## config.mk

```make
export PLATFORM = sky130hd
export DESIGN_NAME = mctrl_rst_sequencer
export DESIGN_NICKNAME = d
export VERILOG_FILES = /design/src/rtl/mctrl_rst_sequencer.sv
export SDC_FILE = /design/constraint.sdc
export NUM_CORES = 1
export LEC_CHECK = 0
export ABC_AREA = 1
export ABC_CLOCK_PERIOD_IN_PS = 5350
export CORE_UTILIZATION = 45
export CTS_BUF_LIST = sky130_fd_sc_hd__clkbuf_4 sky130_fd_sc_hd__clkbuf_8 sky130_fd_sc_hd__clkbuf_16
export CTS_CLUSTER_DIAMETER = 40
export DETAILED_ROUTE_END_ITERATION = 7
export GPL_TIMING_DRIVEN = 1
export PLACE_DENSITY = 0.69
export REMOVE_ABC_BUFFERS = 1
export SLEW_MARGIN = 20
export SYNTH_ARGS = -nofsm -noshare
export SYNTH_HDL_FRONTEND = slang
export SYNTH_SLANG_ARGS = --single-unit
export TNS_END_PERCENT = 50
```

## constraint.sdc

```tcl
create_clock -name clk_i -period 5.35 [get_ports clk_i]
set_clock_uncertainty 0.15 [all_clocks]
set_input_delay 1.07 -clock clk_i [delete_from_list [all_inputs] [get_ports clk_i]]
set_output_delay 1.07 -clock clk_i [all_outputs]
set_load 0.01 [all_outputs]
```

## src/rtl/mctrl_rst_sequencer.sv

```systemverilog
// Purpose: sequences the SoC / AXI reset behind DDR calibration and drives the status LEDs.
// Latency: soc_rst_no rises CalibStableCycles+3 edges after calib_complete_i is first sampled high in WAIT.
// Backpressure: none; any reset cause or calibration loss drops soc_rst_no on the next edge.
module mctrl_rst_sequencer #(
    parameter int unsigned CalibStableCycles = 1024,
    parameter int unsigned RstHoldCycles     = 16,
    parameter int unsigned BlinkPeriodLog2   = 24,
    parameter logic        LedActiveLow      = 1'b1
) (
    input  logic       clk_i,
    input  logic       rst_ni,
    input  logic       mctrl_rst_i,
    input  logic       calib_complete_i,
    input  logic       btn_rst_ni,
    output logic       soc_rst_no,
    output logic [1:0] state_o,
    output logic [7:0] calib_loss_cnt_o,
    output logic [2:0] led_o
);

    // One counter serves both the hold window and the calibration qualification window.
    localparam int unsigned CntMax = (CalibStableCycles > RstHoldCycles) ? CalibStableCycles
                                                                          : RstHoldCycles;
    localparam int unsigned CntW   = $clog2(CntMax);
    localparam logic [CntW-1:0] HoldLast  = CntW'(RstHoldCycles - 1);
    localparam logic [CntW-1:0] CalibLast = CntW'(CalibStableCycles - 1);

    typedef enum logic [1:0] {
        ST_HOLD   = 2'd0,
        ST_WAIT   = 2'd1,
        ST_STABLE = 2'd2,
        ST_RUN    = 2'd3
    } state_e;

    state_e                     state_q, state_d;
    logic [CntW-1:0]            cnt_q, cnt_d;
    logic [7:0]                 loss_q, loss_d;
    logic [BlinkPeriodLog2-1:0] hb_q, hb_d;
    logic                       soc_rst_q, soc_rst_d;
    logic [1:0]                 calib_sync_q, calib_sync_d;
    logic [1:0]                 btn_sync_q, btn_sync_d;
    logic                       calib_s;
    logic                       btn_s;
    logic                       cause;
    logic                       led_hb;
    logic [2:0]                 led_logic;

    // Two-stage synchronizers; the button idles released so it cannot fake a press out of reset.
    always_comb begin
        calib_sync_d = {calib_sync_q[0], calib_complete_i};
        btn_sync_d   = {btn_sync_q[0], btn_rst_ni};
    end

    assign calib_s = calib_sync_q[1];
    assign btn_s   = btn_sync_q[1];
    assign cause   = mctrl_rst_i | ~btn_s;

    // Next-state, shared counter, loss counter, heartbeat and reset-output decode.
    always_comb begin
        state_d = state_q;
        cnt_d   = cnt_q;
        loss_d  = loss_q;
        unique case (state_q)
            ST_HOLD: begin
                if (cause) begin
                    cnt_d = '0;
                end else if (cnt_q == HoldLast) begin
                    state_d = ST_WAIT;
                end else begin
                    cnt_d = cnt_q + CntW'(1);
                end
            end
            ST_WAIT: begin
                if (cause) begin
                    state_d = ST_HOLD;
                    cnt_d   = '0;
                end else if (calib_s) begin
                    state_d = ST_STABLE;
                    cnt_d   = '0;
                end
            end
            ST_STABLE: begin
                if (cause) begin
                    state_d = ST_HOLD;
                    cnt_d   = '0;
                end else if (!calib_s) begin
                    // A glitch throws away the partial window; WAIT restarts it from zero.
                    state_d = ST_WAIT;
                    cnt_d   = '0;
                end else if (cnt_q == CalibLast) begin
                    state_d = ST_RUN;
                end else begin
                    cnt_d = cnt_q + CntW'(1);
                end
            end
            default: begin
                if (cause || !calib_s) begin
                    state_d = ST_HOLD;
                    cnt_d   = '0;
                    if (!calib_s && (loss_q != 8'hFF)) begin
                        loss_d = loss_q + 8'd1;
                    end
                end
            end
        endcase
        // Registered so the SoC reset follows RUN entry/exit on the same edge, glitch-free.
        soc_rst_d = (state_d == ST_RUN);
        hb_d      = ((state_q == ST_RUN) && (state_d == ST_RUN)) ? hb_q + BlinkPeriodLog2'(1) : '0;
    end

    // All sequencer state, cleared asynchronously by rst_ni.
    always_ff @(posedge clk_i or negedge rst_ni) begin
        if (!rst_ni) begin
            calib_sync_q <= 2'b00;
            btn_sync_q   <= 2'b11;
            state_q      <= ST_HOLD;
            cnt_q        <= '0;
            loss_q       <= 8'd0;
            hb_q         <= '0;
            soc_rst_q    <= 1'b0;
        end else begin
            calib_sync_q <= calib_sync_d;
            btn_sync_q   <= btn_sync_d;
            state_q      <= state_d;
            cnt_q        <= cnt_d;
            loss_q       <= loss_d;
            hb_q         <= hb_d;
            soc_rst_q    <= soc_rst_d;
        end
    end

    // LED indicator: heartbeat while running, lit during hold, dark while calibrating.
    always_comb begin
        unique case (state_q)
            ST_RUN:  led_hb = hb_q[BlinkPeriodLog2-1];
            ST_HOLD: led_hb = 1'b1;
            default: led_hb = 1'b0;
        endcase
        led_logic = {led_hb, soc_rst_q, calib_s};
    end

    assign led_o            = led_logic ^ {3{LedActiveLow}};
    assign soc_rst_no       = soc_rst_q;
    assign state_o          = state_q;
    assign calib_loss_cnt_o = loss_q;

endmodule

```

Word level (Yosys, flattened, before mapping)
Cells that the tools add are included.
{"block": "totals", "register_bits": 49, "input_bits": 5, "output_inout_bits": 14, "word_cells": 53}
{"block": "classes", "add_sub_neg": 3, "eq_ne": 10, "n_mux": 20, "bitwise_logic": 4, "reduce_logical": 9}
{"op": "$mux 10", "n": 8}
{"op": "$pmux 10 s3", "n": 1}
{"op": "$add 24x1->24 const B", "n": 1}
{"op": "$mux 24", "n": 1}
{"op": "$mux 2", "n": 8}
{"op": "$add 10x1->10 const B", "n": 1}
{"op": "$eq 10x10->1 const B", "n": 1}
{"op": "$eq 10x4->1 const B", "n": 1}
{"op": "$add 8x1->8 const B", "n": 1}
{"op": "$ne 8x8->1 const B", "n": 1}
{"op": "$eq 2x2->1 const B", "n": 3}
{"op": "$ne 3x3->1 const B", "n": 2}
{"op": "$pmux 2 s3", "n": 1}
{"op": "$ne 4x4->1 const B", "n": 1}
{"op": "$reduce_and 4->1", "n": 1}
{"op": "$reduce_bool 4->1", "n": 1}
{"op": "$not 3->3", "n": 1}
{"op": "$reduce_and 3->1", "n": 1}
{"op": "$reduce_or 3->1", "n": 1}
{"op": "$eq 2x1->1 const B", "n": 1}
{"op": "$logic_and 1x1->1", "n": 2}
{"op": "$logic_not 2->1", "n": 1}
{"op": "$not 1->1", "n": 2}
{"op": "$pmux 1 s2", "n": 1}
{"op": "3 further kinds", "n": 3}

Depth between registers and ports, before layout
Gate-level depths: netlist of run 1.
{"block": "depth", "ltp_word": 8, "ltp_mapped": 12, "depth_no_buf": 11}

Worst setup path before layout of run 1
OpenSTA, ideal clock, no wires.
{"block": "synth_path", "kind": "flip-flop to output port", "from": "register state_q[1] (netlist: state_o[1])", "to": "output led_o[2]", "arrival_ps": 1236, "required_ps": 4130, "path_slack_ps": 2894, "stages_incl_launch_ff": 6, "path_buffers": 1, "path_cell_list": "dfrtp_1 > inv_1 > ha_1 > buf_2 > a21oi_1 > or2_2"}
{"block": "synth_via", "elab_chain_len": 3, "word_cells_on_any_way": 4, "cone_classes": "eq/ne: 1; mux: 1; bitwise: 1; reduce/logical: 1"}
{"element": "start, declared", "line": "35", "rtl": "state_e state_q, state_d;"}
{"element": "start signal, assigned", "line": "124", "rtl": "state_q <= state_d;"}
{"element": "$eq 2x2->1 or $logic_not 2->1 (tied branches)", "line": "134", "rtl": "unique case (state_q)"}
{"element": "$pmux 1 s2 *", "line": "134"}
{"element": "$not 3->3 (no source line) *"}
{"element": "end, declared", "line": "18", "rtl": "output logic [2:0] led_o"}
Mark *: on every way between the ends. The rest lies on a longest branch, timed or not.

Worst setup path in the final report of run 1
Same ends and word-level chain as after synthesis.

==> results of run 1 <==
## layout make-up
type,count,area (um^2),share of cell area
repair buffers,18,178,0.0536
well taps,77,96.3,0.0291
multi-input cells,249,1540,0.463
clock buffers,7,90.1,0.0272
inverters,42,158,0.0475
clock inverters,1,30.0,0.00906
flip-flops and latches,49,1230,0.371
## through the flow
| step | area [um^2] | cells |
|---|---|---|
| after floorplan | 2920 | 340 |
| after global placement | 3190 | 435 |
| after detailed placement | 3190 | 435 |
| after CTS | 3310 | 443 |
| after global routing | 3320 | 443 |
| final | 3320 | 443 |
## synth_stat cells (all sizes together), types with 5 or more instances
master	n
o21ai	8
a21oi	8
nor3	11
ha	8
dfrtp	47
nor2	65
xor2	19
nand2	76
buf	5
xnor2	11
nand3	21
inv	42
nand4	13
## worst max path at each step
stage | start | end | slack (ns)
final | state_o[1] | led_o[2] | 2.00
after global routing | state_o[1] | led_o[2] | 1.88
after CTS | state_o[1] | led_o[2] | 1.98
after detailed placement | mctrl_rst_i | hb_q[2] | 2.00
after global placement | mctrl_rst_i | hb_q[23] | 2.06
after floorplan | mctrl_rst_i | hb_q[0] | 2.81
## layout by cell type, fill, tap and decap left out, drive strengths merged
cell / instances
o21ai: 8
o21a: 1
nor2: 65
dfrtp: 47
o22ai: 1
clkdlybuf4s50: 17
nand3: 21
ha: 8
and2: 2
or2: 1
a31oi: 1
dfstp: 2
bufinv: 1
inv: 42
xor2: 19
o211ai: 2
o21bai: 1
nand4: 13
nand2: 76
xnor2: 11
buf: 1
a21oi: 8
clkbuf: 7
nor3: 11
## registers in the layout, indices dropped and copies added, names as in the netlist
signal	count
btn_sync_q	2
calib_loss_cnt_o	8
calib_sync_q	2
cnt_q	10
hb_q	24
soc_rst_no	1
state_o	2
## power breakdown
part	total (W)	internal, W	switching (W)
registers	0.000375	0.000373	0.00000190
clock network	0.000275	0.000157	0.000118
logic	0.0000205	0.00000616	0.0000144
## metal layers
metal  up-vias  global-route usage  routed length (um)
met5         -                   0                   0
met4         0              0.0555                  74
met3         6              0.0338                 137
met2        23               0.244                2320
met1      1022               0.227                2660
li1       1125                   -                   -
## logic make-up after synthesis
group	synth area share
compound gates	0.0424
fa+ha+maj	0.0336
flops	0.412
simple gates	0.351
buf+inv	0.0734
xor+xnor	0.0881
## worst max-delay path, stage by stage (launching register included)
cell	delay [ns]
dfrtp_1	0.46
inv_1	0.19
ha_1	0.37
a21oi_1	0.06
or2_2	0.28
clkdlybuf4s50_1	0.48
==> flow_summary.ini, run 1 <==
[run_status]
status = finished clean

[setup_path]
arrival_ns = 2.13
r2r_cells = 10
worst-setup-path-type = reg -> out
cp_data_required_time_ns = 4.13
r2r_slack_ns = 2.85
reg2reg_to = hb_q[23]
startpoint_type = flop
worst-path-max-fanout = 8
end_kind = primary output
r2r-start = state_o[1]

[clock_tree]
clk_pin_slew_ns = 0.08
cts_buffers = 5
cts_resized = 0
htreeDepth = 2
root_buffer = clkbuf_8
cts_setup_buffers = 0
tritoncts = built
clk-insertion-delay-late_ns = 0.30
cts_hold_buf = 0
clock_sinks = 49
cts.path.max_buffers = 2

[synthesis]
synth_top_area_cell = dfrtp_1
syn_area_per_cell_um2 = 8.65
synth_top_area_share = 0.394
synth_edf_count = 0
synth_ff_type = dfrtp_1
ys_types = 34
syn_inst = 345
synth_seq_cells = 49
async_flop_share = 1.00
synth.area.top_cells = dfrtp_1 39%, nand2_1 9.2%, nor2_4 8.7%, xor2_1 5.6%, inv_1 4.4%
ys_seq_area_frac = 0.412
ys_warn_count = 0
synth_area_mm2 = 0.00298

[routing]
routed_wl_um = 5190
ant_nets = 0
drt_first_pass_iters = 4
drc_errors = 0
vias = 2176
drt_iter0_markers = 56
wire_per_inst_um = 11.7
vias_per_cell = 4.91

[pwr]
p_leak_nw = 1.45
p_per_area_mw_per_mm2 = 202
ir_worst_vdd_mv = 0.150
p_total_w = 0.000670

[timing]
fin_crit_sh = 0.627
setup_viol = 0
slew_viol_final = 0
hold_violations = 0
fin_ws_ns = 2.00
max_slew.worst_pin.slew_ns = 0.681
timing.hold.ws_ns = 0.204
tns_ns = 0
fin_crit_ns = 3.35
rsz0062_at_grt = no
relSlewSlack = 0.546
max_freq_mhz = 298

[global_routing]
grt_pass1_wl_um = 9110
antenna_found_initial = 0
grt_max_degree = 50
grt_use_total = 0.160
grt_pass1_vias = 2040
grt-ovfl-total = 0

[cells_and_area]
layout-drive-gt1-share = 0.161
antenna_cells = 0
final_util = 0.519
syn_to_final_growth_pct = 11.2
nFillCells = 620
nNetsFinal = 378

[floorplan]
fp-row-count = 29
die-area_mm2 = 0.00696
io_pins = 19
die_height_um = 83.4
dieWidth_um = 83.4
core_region_area_mm2 = 0.00639
start_util = 0.467

[place]
gp_congestion = 0.896
pre_cts_ws_ns = 2.00
port_buffers = 18
place_hpwl_um = 3910

[worst_hold_path]
min_to = calib_sync_q[1]
min_from = calib_sync_q[0]
hold_class = reg -> reg
hold_depth = 0

[flow_run]
drv_cap = 0
(Power assumes the default switching activity.)
==> inputs of run 2 (changes only) <==
Settings changed: ABC_CLOCK_PERIOD_IN_PS 5350 to 2970, PLACE_DENSITY 0.69 to 0.72.
Clock period 5.35 ns to 2.97 ns, I/O delays scaled along.
==> run 2 against run 1 <==
Against the previous run: hold slack improved by 0.0044 ns; worst setup slack got worse by 1.8 ns; power increased by 67%; final cell count is 0.68% higher; critical path depth unchanged; clock power increased by 49%; design area rose by 0.15%; combinational power is 86% higher; die area unchanged; critical endpoint unchanged; largest power group unchanged.
==> flow_summary.ini, run 2 (synthesis gave the netlist of run 1 again) <==
[pwr]
ir_worst_vdd_mv = 0.194
power_switching_w = 0.000272
internal_power_w = 0.000851
pwr-share-seq = 0.602
netSwitchingFraction = 0.242
p_per_area_mw_per_mm2 = 338
p_total_w = 0.00112
combPwrFrac = 0.034
p_leak_nw = 1.45
pwr-share-clk = 0.364

[run_status]
status = finished clean

[global_routing]
grt_use_total = 0.181
antenna_found_initial = 0
grt_pass1_vias = 2207
grt_pass1_wl_um = 10200
grt-ovfl-total = 0
grt_max_degree = 50

[timing]
hold_violations = 0
relSlewSlack = 0.597
fin_crit_ns = 2.78
max_freq_mhz = 360
timing.hold.ws_ns = 0.208
slew_viol_final = 0
rsz0062_at_grt = no
tns_ns = 0
max_slew.worst_pin.slew_ns = 0.605
setup_viol = 0
fin_crit_sh = 0.936

[clock_tree]
clock_sinks = 49
root_buffer = clkbuf_8
clk-insertion-delay-late_ns = 0.31
clk_pin_slew_ns = 0.10
cts_buffers = 5
tritoncts = built
cts.path.max_buffers = 2
cts_setup_buffers = 0
htreeDepth = 2

[cells_and_area]
fin_area_mm2 = 0.00332
fin_cells = 446
multi_input_area_mm2 = 0.00154
largest_register = hb_q
largest_reg_flops = 24
final_common_cell = nand2_1
nNetsFinal = 381
layout-drive-gt1-share = 0.171
antenna_cells = 0
syn_to_final_growth_pct = 11.3
seqCellArea_mm2 = 0.00123
nFillCells = 611
final_cell_mix = 73 x nand2_1, 47 x dfrtp_1, 35 x inv_1

[setup_path]
cp_data_required_time_ns = 2.23
cpPeakStageDelay_ns = 0.48
startpoint_type = flop
cpMaxStageDelayCell = clkdlybuf4s50_1
worst-path-max-fanout = 8
end_kind = primary output
r2r-start = state_o[1]
r2r_cells = 9
crit_chain = inv_1 > ha_2 > a21oi_1 > or2_2 > clkdlybuf4s50_1
reg2reg_to = cnt_q[2]
arrival_ns = 2.04
worst-setup-path-type = reg -> out
r2r_slack_ns = 0.81

[place]
dpl.cell_count = 438
port_buffers = 18
place_hpwl_um = 4150
place_area_mm2 = 0.00323
gp_congestion = 0.844

[floorplan]
core_region_area_mm2 = 0.00639
dieWidth_um = 83.4
start_util = 0.467
die-area_mm2 = 0.00696
fp-row-count = 29
die_height_um = 83.4
io_pins = 19

[worst_hold_path]
hold_class = in -> async

[routing]
drc_errors = 0
routed_wl_um = 5550
drt_first_pass_iters = 4
ant_nets = 0
vias = 2241
wire_per_inst_um = 12.4
drt_iter0_markers = 147
vias_per_cell = 5.02

[flow_run]
drv_cap = 0
==> run 2: critical path, delay by kind of cell, from the launching register on <==
| family | cells | cell delay, ns |
|---|---|---|
| buffers and inverters | 2 | 0.65 |
| DFF | 1 | 0.45 |
| adders and majority gates | 1 | 0.30 |
| and+or+nand+nor | 1 | 0.28 |
| AOI/OAI and AO/OA | 1 | 0.05 |
==> run 2: how the worst max path moves through the flow <==
stage / slack, ns / cells after the start / endpoint / startpoint
5_1_grt: 0.08 / 5 / led_o[2] / state_o[1]
2_1_floorplan: 0.78 / 10 / hb_q[0] / state_o[1]
3_5_place_dp: 0.40 / 12 / hb_q[0] / mctrl_rst_i
4_1_cts: 0.12 / 5 / led_o[2] / state_o[1]
3_3_place_gp: 0.46 / 12 / hb_q[1] / mctrl_rst_i
6_report: 0.19 / 5 / led_o[2] / state_o[1]
==> run 2: metrics by stage <==
stage / setup slack [ns] / utilization
floorplan: 0.784 / -
global placement: 0.455 / 0.505
detailed placement: 0.405 / 0.505
CTS: 0.117 / 0.520
global route: 0.0771 / 0.520
finish: 0.189 / 0.520
==> run 2: area by class of cell <==
type,count,area share
Sequential cell,49,0.370
Clock buffer,5,0.0207
Inverter,42,0.0475
Multi-Input combinational cell,249,0.463
Timing Repair Buffer,21,0.0633
Clock inverter,3,0.00641
Tap cell,77,0.0290
==> run 2: repair_timing <==
item / 4_1_cts / 5_1_grt
setup endpoints to repair: 0 / 1
gates resized for setup: 0 / 1
hold buffers: 0 / 0
==> run 2: metal layers <==
layer,routed length [um],GRT usage
met3,227,0.0318
met1,2620,0.238
met2,2590,0.297
met4,108,0.0709
met5,0,0
==> run 2: power groups by stage <==
| stage | Sequential, W | Clock (W) | Combinational [W] |
|---|---|---|---|
| after floorplan | 0.000687 | 0 | 0.0000146 |
| after global placement | 0.000688 | 0 | 0.0000386 |
| after detailed placement | 0.000689 | 0 | 0.0000395 |
| after CTS | 0.000676 | 0.000424 | 0.0000397 |
| after global routing | 0.000676 | 0.000447 | 0.0000442 |
| final | 0.000675 | 0.000409 | 0.0000382 |
